### src/rtl/rom_fetch_seq_pkg.sv
// Shared constants and types for the primitive ROM fetch sequencer.
// A primitive is WORDS_PER_PRIM ROM words packed with word k at bits [DATA_W*k +: DATA_W].
package z_buffer_pkg;

  localparam int ADDR_W         = 4;
  localparam int DATA_W         = 24;
  localparam int WORDS_PER_PRIM = 4;
  localparam int NUM_PRIM       = 4;
  localparam int ROM_DEPTH      = 2 ** ADDR_W;

  localparam int WCNT_W = (WORDS_PER_PRIM > 1) ? $clog2(WORDS_PER_PRIM) : 1;
  localparam int PIDX_W = (NUM_PRIM > 1) ? $clog2(NUM_PRIM) : 1;

  localparam logic [WCNT_W-1:0] WCNT_LAST = WCNT_W'(WORDS_PER_PRIM - 1);
  localparam logic [PIDX_W-1:0] PIDX_LAST = PIDX_W'(NUM_PRIM - 1);

  typedef enum logic [1:0] {IDLE, FETCH, PRESENT, FINISH} fetch_state_t;

  typedef logic [DATA_W-1:0] word_t;

  typedef struct packed {
    word_t [WORDS_PER_PRIM-1:0] w;
  } prim_t;

endpackage

### src/rtl/rom_fetch_seq_if.sv
// ROM read port plus the primitive valid/ready stream towards the rasteriser.
// master = sequencer side, slave = ROM/consumer side.
interface rom_fetch_seq_if;
  import z_buffer_pkg::*;

  logic [ADDR_W-1:0] rom_addr;
  word_t             rom_data;
  logic              prim_valid;
  logic              prim_ready;
  prim_t             prim_data;
  logic [PIDX_W-1:0] prim_index;
  logic              prim_last;

  modport master (
    output rom_addr,
    input  rom_data,
    output prim_valid,
    input  prim_ready,
    output prim_data,
    output prim_index,
    output prim_last
  );

  modport slave (
    input  rom_addr,
    output rom_data,
    input  prim_valid,
    output prim_ready,
    input  prim_data,
    input  prim_index,
    input  prim_last
  );

endinterface

### src/rtl/rom_fetch_seq_out.sv
// Primitive holding register with the downstream valid/ready handshake.
// Slots are overwritten one per write; contents persist across primitives until rewritten.
module prim_out_reg
  import z_buffer_pkg::*;
(
  input  logic              clk,
  input  logic              rst,
  input  logic              wr_en_i,
  input  logic [WCNT_W-1:0] wr_slot_i,
  input  word_t             wr_word_i,
  input  logic              present_i,
  input  logic [PIDX_W-1:0] index_i,
  input  logic              ready_i,
  output logic              valid_o,
  output prim_t             data_o,
  output logic [PIDX_W-1:0] index_o,
  output logic              last_o,
  output logic              hs_o
);

  prim_t data_q, data_d;

  always_comb begin
    data_d = data_q;
    if (wr_en_i) begin
      data_d.w[wr_slot_i] = wr_word_i;
    end
  end

  always_ff @(posedge clk) begin
    if (rst) begin
      data_q <= '0;
    end else begin
      data_q <= data_d;
    end
  end

  // Index and last are only meaningful alongside valid, so they read 0 otherwise.
  assign valid_o = present_i;
  assign data_o  = data_q;
  assign index_o = present_i ? index_i : '0;
  assign last_o  = present_i && (index_i == PIDX_LAST);
  assign hs_o    = present_i && ready_i;

endmodule

### src/rtl/rom_fetch_seq.sv
// Walks the external ROM on start and streams NUM_PRIM primitives of WORDS_PER_PRIM words each.
// First primitive valid WORDS_PER_PRIM cycles after start; holds while prim_ready is low.
module rom_fetch_seq
  import z_buffer_pkg::*;
(
  input  logic            clk,
  input  logic            rst,
  input  logic            start,
  output logic            busy,
  output logic            done,
  rom_fetch_seq_if.master bus
);

  fetch_state_t      state_q, state_d;
  logic [ADDR_W-1:0] addr_q, addr_d;
  logic [WCNT_W-1:0] wcnt_q, wcnt_d;
  logic [PIDX_W-1:0] pcnt_q, pcnt_d;
  logic              fetch_we;
  logic              presenting;
  logic              prim_hs;

  assign presenting = (state_q == PRESENT);

  always_comb begin
    state_d  = state_q;
    addr_d   = addr_q;
    wcnt_d   = wcnt_q;
    pcnt_d   = pcnt_q;
    fetch_we = 1'b0;
    unique case (state_q)
      IDLE: begin
        addr_d = '0;
        if (start) begin
          state_d = FETCH;
          wcnt_d  = '0;
          pcnt_d  = '0;
        end
      end
      FETCH: begin
        fetch_we = 1'b1;
        addr_d   = addr_q + 1'b1;
        wcnt_d   = wcnt_q + 1'b1;
        if (wcnt_q == WCNT_LAST) begin
          wcnt_d  = '0;
          state_d = PRESENT;
        end
      end
      PRESENT: begin
        if (prim_hs) begin
          if (pcnt_q == PIDX_LAST) begin
            state_d = FINISH;
            addr_d  = '0;
          end else begin
            pcnt_d  = pcnt_q + 1'b1;
            state_d = FETCH;
          end
        end
      end
      FINISH: begin
        addr_d  = '0;
        state_d = IDLE;
      end
      default: state_d = IDLE;
    endcase
  end

  always_ff @(posedge clk) begin
    if (rst) begin
      state_q <= IDLE;
      addr_q  <= '0;
      wcnt_q  <= '0;
      pcnt_q  <= '0;
    end else begin
      state_q <= state_d;
      addr_q  <= addr_d;
      wcnt_q  <= wcnt_d;
      pcnt_q  <= pcnt_d;
    end
  end

  assign busy         = (state_q == FETCH) || (state_q == PRESENT);
  assign done         = (state_q == FINISH);
  assign bus.rom_addr = addr_q;

  prim_out_reg u_out (
    .clk       (clk),
    .rst       (rst),
    .wr_en_i   (fetch_we),
    .wr_slot_i (wcnt_q),
    .wr_word_i (bus.rom_data),
    .present_i (presenting),
    .index_i   (pcnt_q),
    .ready_i   (bus.prim_ready),
    .valid_o   (bus.prim_valid),
    .data_o    (bus.prim_data),
    .index_o   (bus.prim_index),
    .last_o    (bus.prim_last),
    .hs_o      (prim_hs)
  );

endmodule

### src/flat_wrapper.sv
// flat-port wrapper written by rule: the top's interface ports become plain ports
module rom_fetch_seq_flat import z_buffer_pkg::*;
  (clk, rst, start, busy, done, bus_rom_addr, bus_rom_data, bus_prim_valid, bus_prim_ready, bus_prim_data, bus_prim_index, bus_prim_last);
  rom_fetch_seq_if bus_i ();
  input  logic clk;
  input  logic rst;
  input  logic start;
  output logic busy;
  output logic done;
  output wire logic [$bits(bus_i.rom_addr)-1:0] bus_rom_addr;
  input wire logic [$bits(bus_i.rom_data)-1:0] bus_rom_data;
  output wire logic [$bits(bus_i.prim_valid)-1:0] bus_prim_valid;
  input wire logic [$bits(bus_i.prim_ready)-1:0] bus_prim_ready;
  output wire logic [$bits(bus_i.prim_data)-1:0] bus_prim_data;
  output wire logic [$bits(bus_i.prim_index)-1:0] bus_prim_index;
  output wire logic [$bits(bus_i.prim_last)-1:0] bus_prim_last;
  assign bus_rom_addr = bus_i.rom_addr;
  assign bus_i.rom_data = bus_rom_data;
  assign bus_prim_valid = bus_i.prim_valid;
  assign bus_i.prim_ready = bus_prim_ready;
  assign bus_prim_data = bus_i.prim_data;
  assign bus_prim_index = bus_i.prim_index;
  assign bus_prim_last = bus_i.prim_last;
  rom_fetch_seq u_core (.clk(clk), .rst(rst), .start(start), .busy(busy), .done(done), .bus(bus_i));
endmodule
### config.mk
export PLATFORM = sky130hd
export DESIGN_NAME = rom_fetch_seq_flat
export DESIGN_NICKNAME = d
export VERILOG_FILES = /design/src/rtl/rom_fetch_seq_pkg.sv /design/src/rtl/rom_fetch_seq_if.sv /design/src/rtl/rom_fetch_seq_out.sv /design/src/rtl/rom_fetch_seq.sv /design/src/flat_wrapper.sv
export SDC_FILE = /design/constraint.sdc
export NUM_CORES = 1
export LEC_CHECK = 0
export CORE_MARGIN = 2
export CORE_UTILIZATION = 30
export CTS_CLUSTER_SIZE = 16
export DETAILED_ROUTE_END_ITERATION = 10
export PLACE_DENSITY = 0.68
export SYNTH_ARGS = -nofsm -noshare
export SYNTH_HDL_FRONTEND = slang
export SYNTH_SLANG_ARGS = --single-unit
### constraint.sdc
create_clock -name clk -period 2 [get_ports clk]
set_input_delay 0.2 -clock clk [delete_from_list [all_inputs] [get_ports clk]]
set_output_delay 0.2 -clock clk [all_outputs]
set_load 0.02 [all_outputs]
==> flow_summary.yaml, run 1 <==
detailed_routing:
  num_vias: 3696
  detail_route.wl_per_cell_um: 14.14
  drtPass1Iterations: 4
  drt-initial-drc-count: 270
  ant_nets: 0
  drcViolationCount: 0
  vias_per_cell: 4.620
  routed_wl_um: 11310
sta:
  clock_skew_ps: 6.250
  fin_tns_setup_ps: 0
  tightest_slew_ps: 572.6
  max_freq_mhz: 516.3
  setup_viol: 0
  grt_setup_unrepaired: "false"
  worst_slew_margin_rel_pct: 61.82
  finalCriticalPeriod_ps: 1937
  maxSlewViolCount: 0
  fin_crit_sh_pct: 96.84
  finalHoldViolCount: 0
cells_and_area:
  multi_input_area_um2: 1690
  drive_gt1_share_pct: 4.808
  final_common_cell: "nand2_1"
  layout.area.seq_um2: 2123
  nFillCells: 1234
  diodes: 0
  area_growth_syn_to_layout_pct: 46.02
  final_net_count: 658
  mostFrequentLayoutCells: "nand2_1, clkdlybuf4s50_1, dfxtp_1, a21oi_1, ha_1"
clocking:
  cts_max_level: 3
  cts_sinks: 106
  cts_hold_buf: 0
  cts_buffer_depth: 2
  clk_pin_slew_ps: 60
  ctsResizeCount: 4
  clk_latency_ps: 350
  cts_tree: "yes"
  post_cts_buffers: 0
  cts_buffers: 9
  clock-root-buffer: "clkbuf_16"
critical_path:
  slowest_stage: "clkdlybuf4s50_1"
  timing.rr.end: "u_core.u_out.data_o[29]"
  r2r_slack_ps: 270
  end_kind: "output pin"
  max_stage_delay_ps: 640
  cp.arrival_ps: 1740
  r2r-start: "u_core.state_q[0]"
  crit_required_ps: 1800
  crit_path_max_fanout: 6
  startpoint: "u_core.state_q[0]"
  crit_buf_inv: 2
  reg2regPathDepth: 5
  crit_type: "flop to output pin"
  start_kind: "flop"
  crit_family: "buffers and inverters"
  path_cells: "inv_1 > ha_1 > clkdlybuf4s50_1"
synthesis:
  synth_flop_cell: "dfxtp_1"
  synth-simple-area-share_pct: 23.34
  synthMuxAreaShare_pct: 0.2517
  syn-num-nets: 538
  syn_area_um2: 3978
  synth-async-reset-ratio_pct: 0
  ys_warn_count: 0
  synth_top_family_by_area: "simple AND/OR/NAND/NOR gates"
  ys_types: 32
  synthCells: 499
  ys_seq_area_share_pct: 53.35
  synthXorXnorAreaFrac_pct: 0
  synth_seq_cells: 106
  synth_compound_area_share_pct: 15.38
  syn_area_per_cell_um2: 7.971
  synthAdderAreaFrac_pct: 3.460
  synth_edf_count: 0
power_and_ir_drop:
  totalPowerFinal_mw: 5.625
  ir_drop_v: 0.0007415
  leakage_nw: 1.956
  p_per_area_nw_per_um2: 968.4
placement:
  routabilityCongestion: 0.7801
  io_buffer_count: 133
  dp_hpwl_um: 7784
global_route:
  grt_max_degree: 57
  grt_usage_pct: 15.72
  grt_pass1_vias: 3386
  grt_pass1_wl_um: 17470
  antenna_found_initial: 0
  gr-total-overflow: 0
floorplanning:
  dieHeight_um: 119.1
  initial_core_util_pct: 30.40
  rows: 42
  die_w_um: 119.1
  io_pins: 134
  die_area_um2: 14200
  core_um2: 13090
outcome:
  outcome: "complete, no violations"
hold_path:
  worstHoldEndpoint: "u_core.wcnt_q[1]"
  hp-start: "rst"
  min_path_cells: 2
  hp-class: "input port to flop"
job:
  maxCapViolations: 0
synth_stat cells, drive strengths merged (2+ instances only):
master  count  area share [%]
a21oi     100              13
a31oi       2            0.31
a32oi       2            0.44
and2        7             1.1
buf        19             2.3
clkbuf     15             1.4
dfxtp     106              53
ha         11             3.5
inv         5            0.47
nand2     200              19
nand2b      3            0.47
nand3       3            0.38
nand3b      2            0.38
nor2        3            0.28
nor2b       5            0.79
o21ai       2            0.25
o311ai      2            0.44
how the worst max path moves through the flow:
stage | end | slack [ps] | cells past startpoint
after detailed placement | u_core.u_out.data_o[29] | 280 | 6
after CTS | busy | 60 | 3
final | bus_prim_valid | 60 | 3
after global placement | bus_prim_last | 360 | 4
after global routing | busy | 10 | 3
after floorplan | u_core.state_q[1] | 420 | 5
cells by family after synthesis:
| kind of cell | Yosys count |
|---|---|
| multiplexers | 1 |
| AND/OR/NAND/NOR | 229 |
| adder cells (fa/ha/maj) | 11 |
| AO/OA/AOI/OAI | 113 |
| flip-flops | 106 |
| buffers and inverters | 39 |
sequential cells by signal, summed over array words and instances, names as in the netlist:
name and flops:
u_core.u_out.data_o 96, u_core.bus.rom_addr 4, u_core.pcnt_q 2, u_core.state_q 2, u_core.wcnt_q 2
per-stage QoR:
step	util (%)	cells	instance area (um2)	setup WS [ps]	hold WS, ps
after floorplan	-	499	3978	416.6	336.0
after global placement	42.25	784	5528	357.0	441.7
after detailed placement	42.25	784	5528	278.9	446.6
after CTS	44.38	800	5807	55.91	272.5
after global routing	44.39	800	5808	11.28	309.1
final	44.39	800	5808	63.28	272.8
report_power, final:
part / total [mW] / internal [mW] / leakage, nW / switching, mW
clock: 1.67 / 0.884 / 0.132 / 0.788
sequential: 2.41 / 2.29 / 0.857 / 0.120
combinational: 1.54 / 0.654 / 0.966 / 0.887
total: 5.62 / 3.83 / 1.96 / 1.80
layout make-up:
type                       instances  area share, %
sequential                       106          36.56
inverter                           5         0.3231
clock inverter                     5         0.6463
tap                              176          3.791
multi-input combinational        354          29.10
clock buffer                      11          4.179
timing repair buffer             143          25.40
per-layer routing:
layer  vias up  track usage, %  wire (um)
met2       110           27.51       5664
met5         -               0          0
met3        16           3.017        567
met4         0           6.176        199
met1      1706           18.95       4878
li1       1864               -          -
Note: power is estimated with default switching activity, not from simulation.
==> run 2: changes to the inputs <==
--- a/config.mk
+++ b/config.mk
@@ -6,10 +6,11 @@
 export NUM_CORES = 1
 export LEC_CHECK = 0
 export CORE_MARGIN = 2
-export CORE_UTILIZATION = 30
+export CORE_UTILIZATION = 45
 export CTS_CLUSTER_SIZE = 16
 export DETAILED_ROUTE_END_ITERATION = 10
-export PLACE_DENSITY = 0.68
+export PLACE_DENSITY = 0.9
+export SETUP_SLACK_MARGIN = 0.1
 export SYNTH_ARGS = -nofsm -noshare
 export SYNTH_HDL_FRONTEND = slang
 export SYNTH_SLANG_ARGS = --single-unit
==> flow_summary.yaml, run 2 (synthesized netlist as in run 1, its figures left out) <==
outcome:
  outcome: "complete, no violations"
global_route:
  grt_pass1_wl_um: 18480
  grt_pass1_vias: 3776
  grt_use_met2_pct: 41.04
  grt_use_met1_pct: 29.15
  busiest_layer: "met2"
  grt_usage_pct: 23.71
  gr-total-overflow: 0
  antenna_found_initial: 0
  grt_max_degree: 72
  grt_use_met3_pct: 5.297
detailed_routing:
  vias_per_cell: 5.226
  num_vias: 3867
  ant_nets: 0
  routed_wl_um: 11450
  drt-initial-drc-count: 200
  drtPass1Iterations: 5
  detail_route.wl_per_cell_um: 15.47
  drcViolationCount: 0
placement:
  io_buffer_count: 133
  dp_hpwl_um: 8310
  pre_cts_ws_ps: 260.3
  placed_cells: 724
  routabilityCongestion: 0.8812
  placed_cell_area_um2: 5440
sta:
  clock_skew_ps: 7.750
  fin_hold_ws_ps: 264.3
  finalHoldViolCount: 0
  worst_slew_margin_rel_pct: 73.89
  fin_crit_sh_pct: 90.04
  max_freq_mhz: 555.3
  setup_ws_ps: 199.2
  tightest_slew_ps: 391.6
  fin_tns_setup_ps: 0
  grt_setup_unrepaired: "false"
  finalCriticalPeriod_ps: 1801
  setup_viol: 0
  maxSlewViolCount: 0
clocking:
  clk_pin_slew_ps: 100
  cts_tree: "yes"
  cts_buffer_depth: 2
  cts_hold_buf: 0
  clock-root-buffer: "clkbuf_8"
  cts_buffers: 9
  cts_max_level: 3
  clk_latency_ps: 350
  cts_sinks: 106
power_and_ir_drop:
  ir_drop_v: 0.0006677
  p_per_area_nw_per_um2: 945.7
  totalPowerFinal_mw: 5.340
  leakage_nw: 1.951
job:
  maxCapViolations: 0
floorplanning:
  core_um2: 8636
  io_pins: 134
  die_w_um: 98.02
  rows: 34
  die_area_um2: 9607
  dieHeight_um: 98.02
  initial_core_util_pct: 46.06
cells_and_area:
  final_core_util_pct: 65.39
  final_net_count: 666
  drive_gt1_share_pct: 6.171
  fin_cells: 740
  final_common_cell: "nand2_1"
  mostFrequentLayoutCells: "nand2_1, clkdlybuf4s50_1, dfxtp_1, a21oi_1, buf_4"
  diodes: 0
  area_growth_syn_to_layout_pct: 41.96
  nFillCells: 694
  final_area_um2: 5647
  largest_reg_flops: 96
hold_path:
  min_path_cells: 2
  hp-class: "input port to flop"
critical_path:
  path_cells: "inv_1 > ha_1 > and2_1 > dlygate4sd2_1"
  cp.arrival_ps: 1600
  crit_required_ps: 1800
  slowest_stage: "dfxtp_2"
  start_kind: "flop"
  crit_path_max_fanout: 7
  crit_type: "flop to output pin"
  reg2regPathDepth: 5
  max_stage_delay_ps: 390
  end_kind: "output pin"
-- run 2: cell types whose count changed in the layout (fill, tap and decap cells not counted), sizes merged --
cell,before,now
clkdlybuf4s50,129,127
clkbuf,11,10
inv,6,8
clkinv,2,0
bufinv,0,1
dlygate4sd2,3,5
buf,11,19
-- run 2: where the power goes --
group / leakage [nW] / switching [mW] / total, mW / internal, mW
sequential: 0.857 / 0.124 / 2.42 / 2.29
clock: 0.0999 / 0.756 / 1.38 / 0.628
combinational: 0.994 / 0.894 / 1.54 / 0.645
-- run 2: what timing repair did --
item,CTS,global route
gates resized for setup,5,2
pin swaps,0,0
gates cloned,0,0
endpoints found under the setup margin,5,3
setup buffers,0,0
-- run 2: cell type report --
type / count / area (um2) / area share, %
inverters: 5 / 18.77 / 0.3324
multi-input cells: 354 / 1690 / 29.94
repair buffers: 151 / 1470 / 26.04
clock inverters: 6 / 71.32 / 1.263
well taps: 108 / 135.1 / 2.393
flip-flops and latches: 106 / 2123 / 37.60
clock buffers: 10 / 137.6 / 2.437
-- run 2: path summary, 6_finish.rpt --
| check | from | to | slack [ps] |
|---|---|---|---|
| worst min-delay path | rst | u_core.u_out.data_o[48] | 260 |
| worst max register to register | u_core.state_q[1] | u_core.pcnt_q[1] | 250 |
| worst min register to register | u_core.u_out.data_o[44] | u_core.u_out.data_o[44] | 460 |
| worst max-delay path | u_core.state_q[0] | bus_prim_index[0] | 200 |
-- run 2: worst max-delay path: cells and delay by family (launching register included) --
family                   cells  cell delay, ps
buffers and inverters        2             410
AND/OR/NAND/NOR              1             180
flip-flops                   1             390
adder cells (fa/ha/maj)      1             270
-- run 2: per-layer routing --
| metal | share of wire [%] | vias up |
|---|---|---|
| met5 | 0 | - |
| met4 | 2.1 | 0 |
| met3 | 6.6 | 18 |
| met2 | 50 | 165 |
| met1 | 41 | 1806 |
| li1 | - | 1878 |
==> run 3: changes to the inputs <==
--- a/config.mk
+++ b/config.mk
@@ -11,6 +11,7 @@
 export DETAILED_ROUTE_END_ITERATION = 10
 export PLACE_DENSITY = 0.9
 export SETUP_SLACK_MARGIN = 0.1
+export SKIP_LAST_GASP = 1
 export SYNTH_ARGS = -nofsm -noshare
 export SYNTH_HDL_FRONTEND = slang
 export SYNTH_SLANG_ARGS = --single-unit
==> results of run 3 <==
Same layout as run 2: the final DEF is identical, and so are final timing and power.
